$ cat src/rtl/router_synchronizer_pkg.sv
// Shared definitions for the 1x3 router: destination address encodings and the default port timeout.
package router_synchronizer_pkg;

   localparam logic [1:0] ADDR_P0      = 2'b00;
   localparam logic [1:0] ADDR_P1      = 2'b01;
   localparam logic [1:0] ADDR_P2      = 2'b10;
   localparam logic [1:0] ADDR_INVALID = 2'b11;

   localparam int DEFAULT_TIMEOUT = 30;

endpackage

$ cat src/rtl/router_synchronizer_timeout.sv
// Per-port watchdog: pulses soft_reset for one cycle after TIMEOUT consecutive edges of valid-but-unread data.
module router_sync_timeout #(
   parameter int TIMEOUT = 30,
   parameter int CNT_W   = 5
) (
   input  logic clock,
   input  logic reset,
   input  logic vld,
   input  logic read_enb,
   output logic soft_reset
);

   localparam logic [CNT_W-1:0] CNT_LAST = CNT_W'(TIMEOUT - 1);

   logic [CNT_W-1:0] cnt;

   always_ff @(posedge clock) begin
      if (reset) begin
         cnt        <= '0;
         soft_reset <= 1'b0;
      end else if (!vld || read_enb) begin
         cnt        <= '0;
         soft_reset <= 1'b0;
      end else if (cnt == CNT_LAST) begin
         // Wrap so the pulse repeats every TIMEOUT cycles while the port stays stalled.
         cnt        <= '0;
         soft_reset <= 1'b1;
      end else begin
         cnt        <= cnt + 1'b1;
         soft_reset <= 1'b0;
      end
   end

endmodule

$ cat src/rtl/router_synchronizer.sv
// Glue between the router FSM and the three output FIFOs: address latch, write steering, full return, port timeouts.
module router_synchronizer
   import router_synchronizer_pkg::*;
#(
   parameter int TIMEOUT = DEFAULT_TIMEOUT,
   parameter int CNT_W   = 5
) (
   input  logic       clock,
   input  logic       reset,
   input  logic [1:0] data_in,
   input  logic       detect_add,
   input  logic       full_0,
   input  logic       full_1,
   input  logic       full_2,
   input  logic       empty_0,
   input  logic       empty_1,
   input  logic       empty_2,
   input  logic       write_enb_reg,
   input  logic       read_enb_0,
   input  logic       read_enb_1,
   input  logic       read_enb_2,
   output logic [2:0] write_enb,
   output logic       fifo_full,
   output logic       vld_out_0,
   output logic       vld_out_1,
   output logic       vld_out_2,
   output logic       soft_reset_0,
   output logic       soft_reset_1,
   output logic       soft_reset_2
);

   logic [1:0] addr;

   always_ff @(posedge clock) begin
      if (reset) begin
         addr <= ADDR_P0;
      end else if (detect_add) begin
         addr <= data_in;
      end
   end

   // Steering uses the registered address, so a header captured this cycle only steers from the next one.
   always_comb begin
      write_enb = 3'b000;
      fifo_full = 1'b0;
      unique case (addr)
         ADDR_P0: begin
            write_enb = {2'b00, write_enb_reg};
            fifo_full = full_0;
         end
         ADDR_P1: begin
            write_enb = {1'b0, write_enb_reg, 1'b0};
            fifo_full = full_1;
         end
         ADDR_P2: begin
            write_enb = {write_enb_reg, 2'b00};
            fifo_full = full_2;
         end
         ADDR_INVALID: begin
            write_enb = 3'b000;
            fifo_full = 1'b0;
         end
         default: begin
            write_enb = 3'b000;
            fifo_full = 1'b0;
         end
      endcase
   end

   assign vld_out_0 = ~empty_0;
   assign vld_out_1 = ~empty_1;
   assign vld_out_2 = ~empty_2;

   router_sync_timeout #(.TIMEOUT(TIMEOUT), .CNT_W(CNT_W)) u_timeout_0 (
      .clock      (clock),
      .reset      (reset),
      .vld        (vld_out_0),
      .read_enb   (read_enb_0),
      .soft_reset (soft_reset_0)
   );

   router_sync_timeout #(.TIMEOUT(TIMEOUT), .CNT_W(CNT_W)) u_timeout_1 (
      .clock      (clock),
      .reset      (reset),
      .vld        (vld_out_1),
      .read_enb   (read_enb_1),
      .soft_reset (soft_reset_1)
   );

   router_sync_timeout #(.TIMEOUT(TIMEOUT), .CNT_W(CNT_W)) u_timeout_2 (
      .clock      (clock),
      .reset      (reset),
      .vld        (vld_out_2),
      .read_enb   (read_enb_2),
      .soft_reset (soft_reset_2)
   );

endmodule

$ cat config.mk
export PLATFORM = sky130hd
export DESIGN_NAME = router_synchronizer
export DESIGN_NICKNAME = d
export VERILOG_FILES = /design/src/rtl/router_synchronizer_pkg.sv /design/src/rtl/router_synchronizer_timeout.sv /design/src/rtl/router_synchronizer.sv
export SDC_FILE = /design/constraint.sdc
export NUM_CORES = 1
export LEC_CHECK = 0
export ABC_AREA = 1
export BUFFER_PORTS_ARGS = -buffer_cell sky130_fd_sc_hd__buf_2
export CORE_MARGIN = 4
export CORE_UTILIZATION = 50
export CTS_BUF_LIST = sky130_fd_sc_hd__clkbuf_2 sky130_fd_sc_hd__clkbuf_4 sky130_fd_sc_hd__clkbuf_8
export CTS_CLUSTER_DIAMETER = 200
export DETAILED_ROUTE_END_ITERATION = 7
export PLACE_DENSITY = 0.77
export SLEW_MARGIN = 20
export SYNTH_ARGS = -nofsm -noshare
export SYNTH_HDL_FRONTEND = slang
export SYNTH_SLANG_ARGS = --single-unit
$ cat constraint.sdc
create_clock -name clock -period 1.48 [get_ports clock]
set_clock_uncertainty 0.1 [all_clocks]
set_input_delay 0.222 -clock clock [delete_from_list [all_inputs] [get_ports clock]]
set_output_delay 0.222 -clock clock [all_outputs]
set_load 0.02 [all_outputs]
== Word level (Yosys, flattened, before mapping) ==
Cells that the tools add are included.
Storage, ports and cells
  flip-flop bits (word level): 20
  input port bits: 15
  output and inout bits: 10
  word-level logic and storage cells: 34
Operators by class
  add/sub/neg operators: 3
  equal/unequal tests: 6
  muxes and demuxes: 5
  bitwise operators: 3
  reductions and logical operators: 10
Operator list (count)
  adder 5 x 1 -> 5 bit, second input constant: 3
  equality test 5 bit, second input constant: 3
  one-hot mux 3 bit (4 select lines): 1
  OR reduction 3 bit: 3
  OR reduction 2 bit: 3
  equality test 2 bit, second input constant: 2
  one-hot mux 1 bit (4 select lines): 1
  logical OR 1 bit: 3
  2-to-1 mux 1 bit: 3
  inverter 1 bit: 3
  equality test 2 x 1 -> 1 bit, second input constant: 1
  zero test 2 bit: 1

== Logic depth before layout (Yosys ltp) ==
Gate-level depths: netlist (run 1).
  depth in word-level cells: 2
  depth in mapped cells: 7
  mapped depth without buffers: 7

== By module ==
From an unflattened synthesis (run 1), not the netlist that was laid out.
Unflattened totals
  cells, all modules: 128
  area total of the unflattened synthesis: 950.9 um^2
By module, submodules not included
  router_sync_timeout: times used 3, cells each 35, area an instance 270.3 um^2, sequential area each 120.1 um^2
  router_synchronizer: times used 1, cells each 23, area an instance 140.1 um^2, sequential area each 40.0 um^2

== Worst setup path after synthesis (run 1) ==
Ideal clock, no wire load.
  path kind: register to output
  start: register addr[1]
  end: output port write_enb[2]
  arrival: 916 ps
  required time: 1158 ps
  path slack: 242 ps
  cell stages (with the launch flop): 3
  path buffers: 0
  cell sequence: dfxtp_1 -> inv_1 -> nor3_1
Between the ends
  word-level cells in the longest chain between the ends: 2
  elaborated cells on any way between the ends: 5
  those cells by class: 3 x eq/ne; 1 x mux; 1 x reduce/logical
RTL lines
  start, declared: line router_synchronizer.sv:32  | logic [1:0] addr;
  start signal, assigned: line router_synchronizer.sv:38  | addr <= data_in;
  equality test 2 bit, or another cell as far along: line router_synchronizer.sv:46  | unique case (addr)
  one-hot mux 3 bit (4 select lines) (*): line router_synchronizer.sv:46
  end, declared: line router_synchronizer.sv:22  | output logic [2:0] write_enb,
Every way passes the cells marked *; elsewhere a longest branch is shown, timed or not.

== Worst setup path after layout (run 1) ==
  start: register addr[0]
  end: output port write_enb[1]
Same word-level chain as after synthesis.

==> run metrics, run 1 <==
Residual DRC=0; Max Cap Viol=0; CP max stage cell=dfxtp_4; VDD IR max=around 0.66 mV; final non-filler cell total=about 170; largest net degree at the start of global routing=12; clock tree root buffer cell=clkbuf_4; antenna violations before repair=0; met3 usage=under 10%; Fillers=around 140; DRT Pass-1 Iters=4; PD cells=between 800 and 900 nW/µm²; met2 GRT Util=between 20% and 30%; Post-DRT Antenna Nets=0; flops & latches, synth=20; Distinct cells, synth=14; htree depth=1; status=finished clean; die area=approximately 2500 µm²; Mapped Cells=roughly 120; GP Congestion=0.699; I/O pin cnt=25; Synth warnings=0; Fmax=0.714 GHz; worst r2r src=u_timeout_2.cnt[0]; setup violators final=0; Arr. time, crit path=around 1.1 ns; number of placed cells counting well taps=165; critical path class=flip-flop to output port; Bufs on Longest Clock Path=2; post-route setup TNS=0 ns; CP max stage delay=approximately 0.38 ns; GR peak layer=met2; min cycle time layout=~1.4 ns; first-pass GRT wire length=about 2800 µm; Initial Util=between 50% and 60%; drt wl/cell=approximately 10 µm; drt via density=~4.6; critical path peak fanout=4; Skew-Pair Late Insertion Delay=roughly 0.30 ns; Setup crit start kind=flip-flop; Layout area overhead=25.1%; share of layout cells above drive strength 1=approximately 26%; Antenna Cells=0; crit end category=output port; site row count=14; Required @ worst endpoint=about 1.2 ns; grt met1 use=about 17%; sequential-to-total area share from yosys stat=45.3%; Slew Limit Fails=0; worst hold path type=input pin to flip-flop; grt ovf=0; ordered cell list for the critical path=inv_2 -> nor3_2 -> buf_2; initial DRC count=8; vias in the first global route=around 700; Worst Hold Launch=read_enb_2; Syn Nets=roughly 140; Vias=between 700 and 800; final wirelength=around 1700 µm; PortBufs=24; crit path launch=addr[0]; NumNets Final=between 150 and 200; TritonCTS Sinks=20; worst-margin pin slew=around 0.24 ns; period utilization=94.7%; Num CTS Buffers=3; CTS tree=yes; final hold violations=0; GRT Overall Usage=14.9%; Clock transition at path regs=between 0.1 and 0.15 ns; WHS=around 0.095 ns; Util after Layout=69.3%; setup bufs post-CTS=0; core area=1590 µm²; Leakage=0.516 nW; Detailed Place HPWL=1310 µm; mapped cell area=approximately 900 µm²; Die Height=about 50 µm; max_slew headroom=between 80% and 90%; syn avg cell area=around 7.5 µm²; Die X=roughly 50 µm
-- sequential cells by signal (all words and copies together), names as in the netlist --
signal / flops
addr: 2
u_timeout_2.soft_reset: 1
u_timeout_2.cnt: 5
u_timeout_1.cnt: 5
u_timeout_0.cnt: 5
u_timeout_1.soft_reset: 1
u_timeout_0.soft_reset: 1
-- final timing paths --
kind	end	slack [ns]	cells past startpoint
worst max-delay path	write_enb[1]	0.08	3
worst min-delay path	u_timeout_2.soft_reset	0.09	4
worst max register to register	u_timeout_2.cnt[0]	0.35	6
worst min register to register	u_timeout_1.cnt[0]	0.39	1
-- stage by stage --
stage	power, W	area, µm²	setup slack, ns
floorplan	0.000614	883	0.242
global placement	0.000650	1030	0.367
detailed placement	0.000653	1030	0.345
CTS	0.000967	1090	0.0192
global route	0.00101	1100	-0.0107
finish	0.000955	1100	0.0788
-- cells by family after synthesis --
kind of cell	Yosys count	share of synthesized area, %
simple gates	64	32.4
flops	20	45.3
compound gates	4	2.27
buf+inv	20	8.50
fa+ha+maj	6	8.50
xor+xnor	3	2.98
-- metal layers --
layer  routed length [µm]  part of all wire, %
met1                  724                   42
met3                  151                  8.8
met2                  827                   48
met5                    0                    0
met4                   10                 0.58
-- cells in the mapped netlist --
| library cell | count | area share (%) |
|---|---|---|
| a21oi_1 | 2 | 1.1 |
| dfxtp_1 | 20 | 45 |
| ha_1 | 6 | 8.5 |
| inv_1 | 19 | 8.1 |
| inv_2 | 1 | 0.42 |
| nand2_1 | 19 | 8.1 |
| nand2_2 | 2 | 1.4 |
| nand3_1 | 10 | 5.7 |
| nand4_1 | 8 | 5.7 |
| nor2_1 | 19 | 8.1 |
| nor2_2 | 1 | 0.71 |
| nor3_1 | 5 | 2.8 |
| o21ai_0 | 2 | 1.1 |
| xnor2_1 | 3 | 3.0 |
-- repair_timing --
action	CTS	global route
hold buffers	2	0
endpoints found under the hold margin	2	0
setup endpoints to repair	1	3
gates resized for setup	1	6
-- critical path, delay by kind of cell (launching register included) --
kind | cells | cell delay (ns)
AND/OR/NAND/NOR | 1 | 0.16
flip-flops | 1 | 0.38
buffers and inverters | 2 | 0.25
-- layout make-up --
class	count	area, µm²	area share [%]
Multi-Input combinational cell	77	418	37.8
Sequential cell	20	405	36.7
Timing Repair Buffer	26	140	12.7
Inverter	20	75.1	6.80
Clock buffer	4	36.3	3.28
Tap cell	24	30.0	2.72
-- power by group --
part | internal [W] | leakage, nW | switching (W)
clock | 0.000150 | 0.0210 | 0.000157
sequential | 0.000546 | 0.163 | 0.0000104
combinational | 0.0000389 | 0.332 | 0.0000532
total | 0.000735 | 0.516 | 0.000220
-- layout by cell type, fill, tap and decap left out, types with 2 or more instances in the layout --
cell           instances
nand3_1               10
a21oi_1                2
dfxtp_1               18
buf_2                 24
o21ai_0                2
nand2_1               19
inv_1                 17
ha_1                   6
dlygate4sd3_1          2
nor3_2                 2
nand4_1                8
clkbuf_4               3
nor3_1                 3
xnor2_1                3
nand2_2                2
nor2_1                19
inv_2                  3
Power figures use the tool's default switching activity.
==> run 2: changes to the inputs <==
Settings changed: PLACE_DENSITY 0.77 to default, PLACE_DENSITY_LB_ADDON from default to 0.15.
==> run metrics, run 2 (synthesis gave the netlist of run 1 again) <==
status=finished clean; Fillers=150 (+4.9%); Worst R2R End=u_timeout_2.cnt[2]; worst r2r src=u_timeout_2.cnt[0]; Slew Limit Fails=0 (unchanged); Bufs on Longest Clock Path=2 (unchanged); Post-DRT Antenna Nets=0 (unchanged); critical path class=flip-flop to output port; Die Height=50.0 µm (unchanged); crit path launch=addr[1]; initial DRC count=8 (unchanged); DRT Pass-1 Iters=4 (unchanged); min cycle time layout=1.37 ns (-0.0299 ns); critical path peak fanout=4 (unchanged); Layout area overhead=24.8%; final non-filler cell total=171 (unchanged); first-pass GRT wire length=2750 µm (-3.1%); grt ovf=0 (unchanged); post-route setup TNS=0 ns (unchanged); most common cell after layout, fill and taps aside=buf_2; RSZ-0062 raised after global routing=false; period utilization=92.7% (-2.0 points); drt via density=4.71 (+1.5%); PortBufs=24 (unchanged); final wirelength=1600 µm (-6.7%); Initial Util=55.4% (unchanged); Setup crit start kind=flip-flop; drt wl/cell=9.35 µm (-6.7%); Vias=805 (+1.5%); Arr. time, crit path=1.05 ns (-0.03 ns); Residual DRC=0 (unchanged); WHS=0.0982 ns (+0.00345 ns); worst-margin pin slew=0.231 ns (-0.00837 ns); reg2reg setup slack=0.33 ns (-0.02 ns); antenna violations before repair=0 (unchanged); PD cells=867 nW/µm² (+0.28%); largest net degree at the start of global routing=12 (unchanged); setup bufs post-CTS=0 (unchanged); Clock transition at path regs=0.10 ns (about the same); share of layout cells above drive strength 1=25.9% (unchanged); I/O pin cnt=25 (unchanged); Worst Setup Slack, final=0.109 ns (+0.0299 ns); die area=2500 µm² (unchanged); crit end category=output port; GRT Overall Usage=14.0% (-0.87 points); Leakage=0.515 nW (about the same); Num CTS Buffers=3 (unchanged); GP Congestion=0.791 (+13%); CTS tree=yes; Setup WS pre-CTS=0.348 ns (+0.00344 ns); Worst R2R Path Depth=6 (unchanged); Top Registers=u_timeout_0.cnt x5, u_timeout_1.cnt x5, u_timeout_2.cnt x5; max_slew headroom=84.6% (+0.56 points); CP endpoint=write_enb[2]; htree depth=1 (unchanged); TritonCTS Sinks=20 (unchanged); VDD IR max=0.676 mV (+1.8%); number of placed cells counting well taps=165 (unchanged); Die X=50.0 µm (unchanged); Skew-Pair Late Insertion Delay=0.29 ns (about the same); Fmax=0.729 GHz (+2.2%); setup violators final=0 (unchanged); site row count=14 (unchanged); vias in the first global route=708 (+0.28%); Required @ worst endpoint=1.16 ns (about the same); Max Cap Viol=0 (unchanged); core area=1590 µm² (unchanged); clock tree root buffer cell=clkbuf_4; Detailed Place HPWL=1240 µm (-4.7%); final hold violations=0 (unchanged); most frequent cells in the layout=buf_2 (24), nand2_1 (19), nor2_1 (19); Antenna Cells=0 (unchanged); worst hold path type=input pin to flip-flop; NumNets Final=169 (unchanged)
[run 2: critical path: stages, from the launching register on]
cell     delay [ns]
dfxtp_2        0.38
inv_2          0.06
nor3_2         0.14
buf_2          0.18
[run 2: per-stage QoR]
step | power [W] | utilization, % | instance area [µm²]
finish | 0.000956 | 69.2 | 1100
CTS | 0.000962 | 68.4 | 1090
global route | 0.00101 | 69.2 | 1100
floorplan | 0.000614 | - | 883
detailed placement | 0.000652 | 64.8 | 1030
global placement | 0.000649 | 64.8 | 1030
[run 2: how the worst min path moves through the flow]
stage               slack (ns)  cells past startpoint                      to  startpoint
detailed placement        0.31                      2  u_timeout_0.soft_reset  read_enb_0
global placement          0.30                      2  u_timeout_0.soft_reset  read_enb_0
finish                     0.1                      4  u_timeout_0.soft_reset     empty_0
CTS                       0.09                      4  u_timeout_0.soft_reset     empty_0
floorplan                 0.20                      1  u_timeout_0.soft_reset  read_enb_0
global route               0.1                      4  u_timeout_0.soft_reset     empty_0
[run 2: routing by layer]
| metal | part of all wire (%) | track usage (%) | up-vias |
|---|---|---|---|
| li1 | - | - | 434 |
| met1 | 45 | 15.6 | 356 |
| met2 | 50 | 24.8 | 13 |
| met3 | 4.5 | 3.01 | 2 |
| met4 | 0.81 | 6.91 | 0 |
| met5 | 0 | 0 | - |
[run 2: timing repair]
action	in CTS	in global routing
endpoints found under the hold margin	2	0
gates resized for setup	0	6
hold buffers	2	0
endpoints found under the setup margin	0	3
[run 2: power breakdown]
group	switching (W)	leakage [nW]	internal, W
clock network	0.000158	0.0210	0.000150
registers	0.0000102	0.163	0.000547
logic	0.0000519	0.332	0.0000388
total	0.000220	0.515	0.000736
[run 2: final cells by class]
cell class | count | area (µm²) | share of cell area [%]
flip-flops and latches | 20 | 403 | 36.5
multi-input cells | 77 | 418 | 37.9
well taps | 24 | 30.0 | 2.72
inverters | 20 | 75.1 | 6.81
repair buffers | 26 | 140 | 12.7
clock buffers | 4 | 36.3 | 3.29
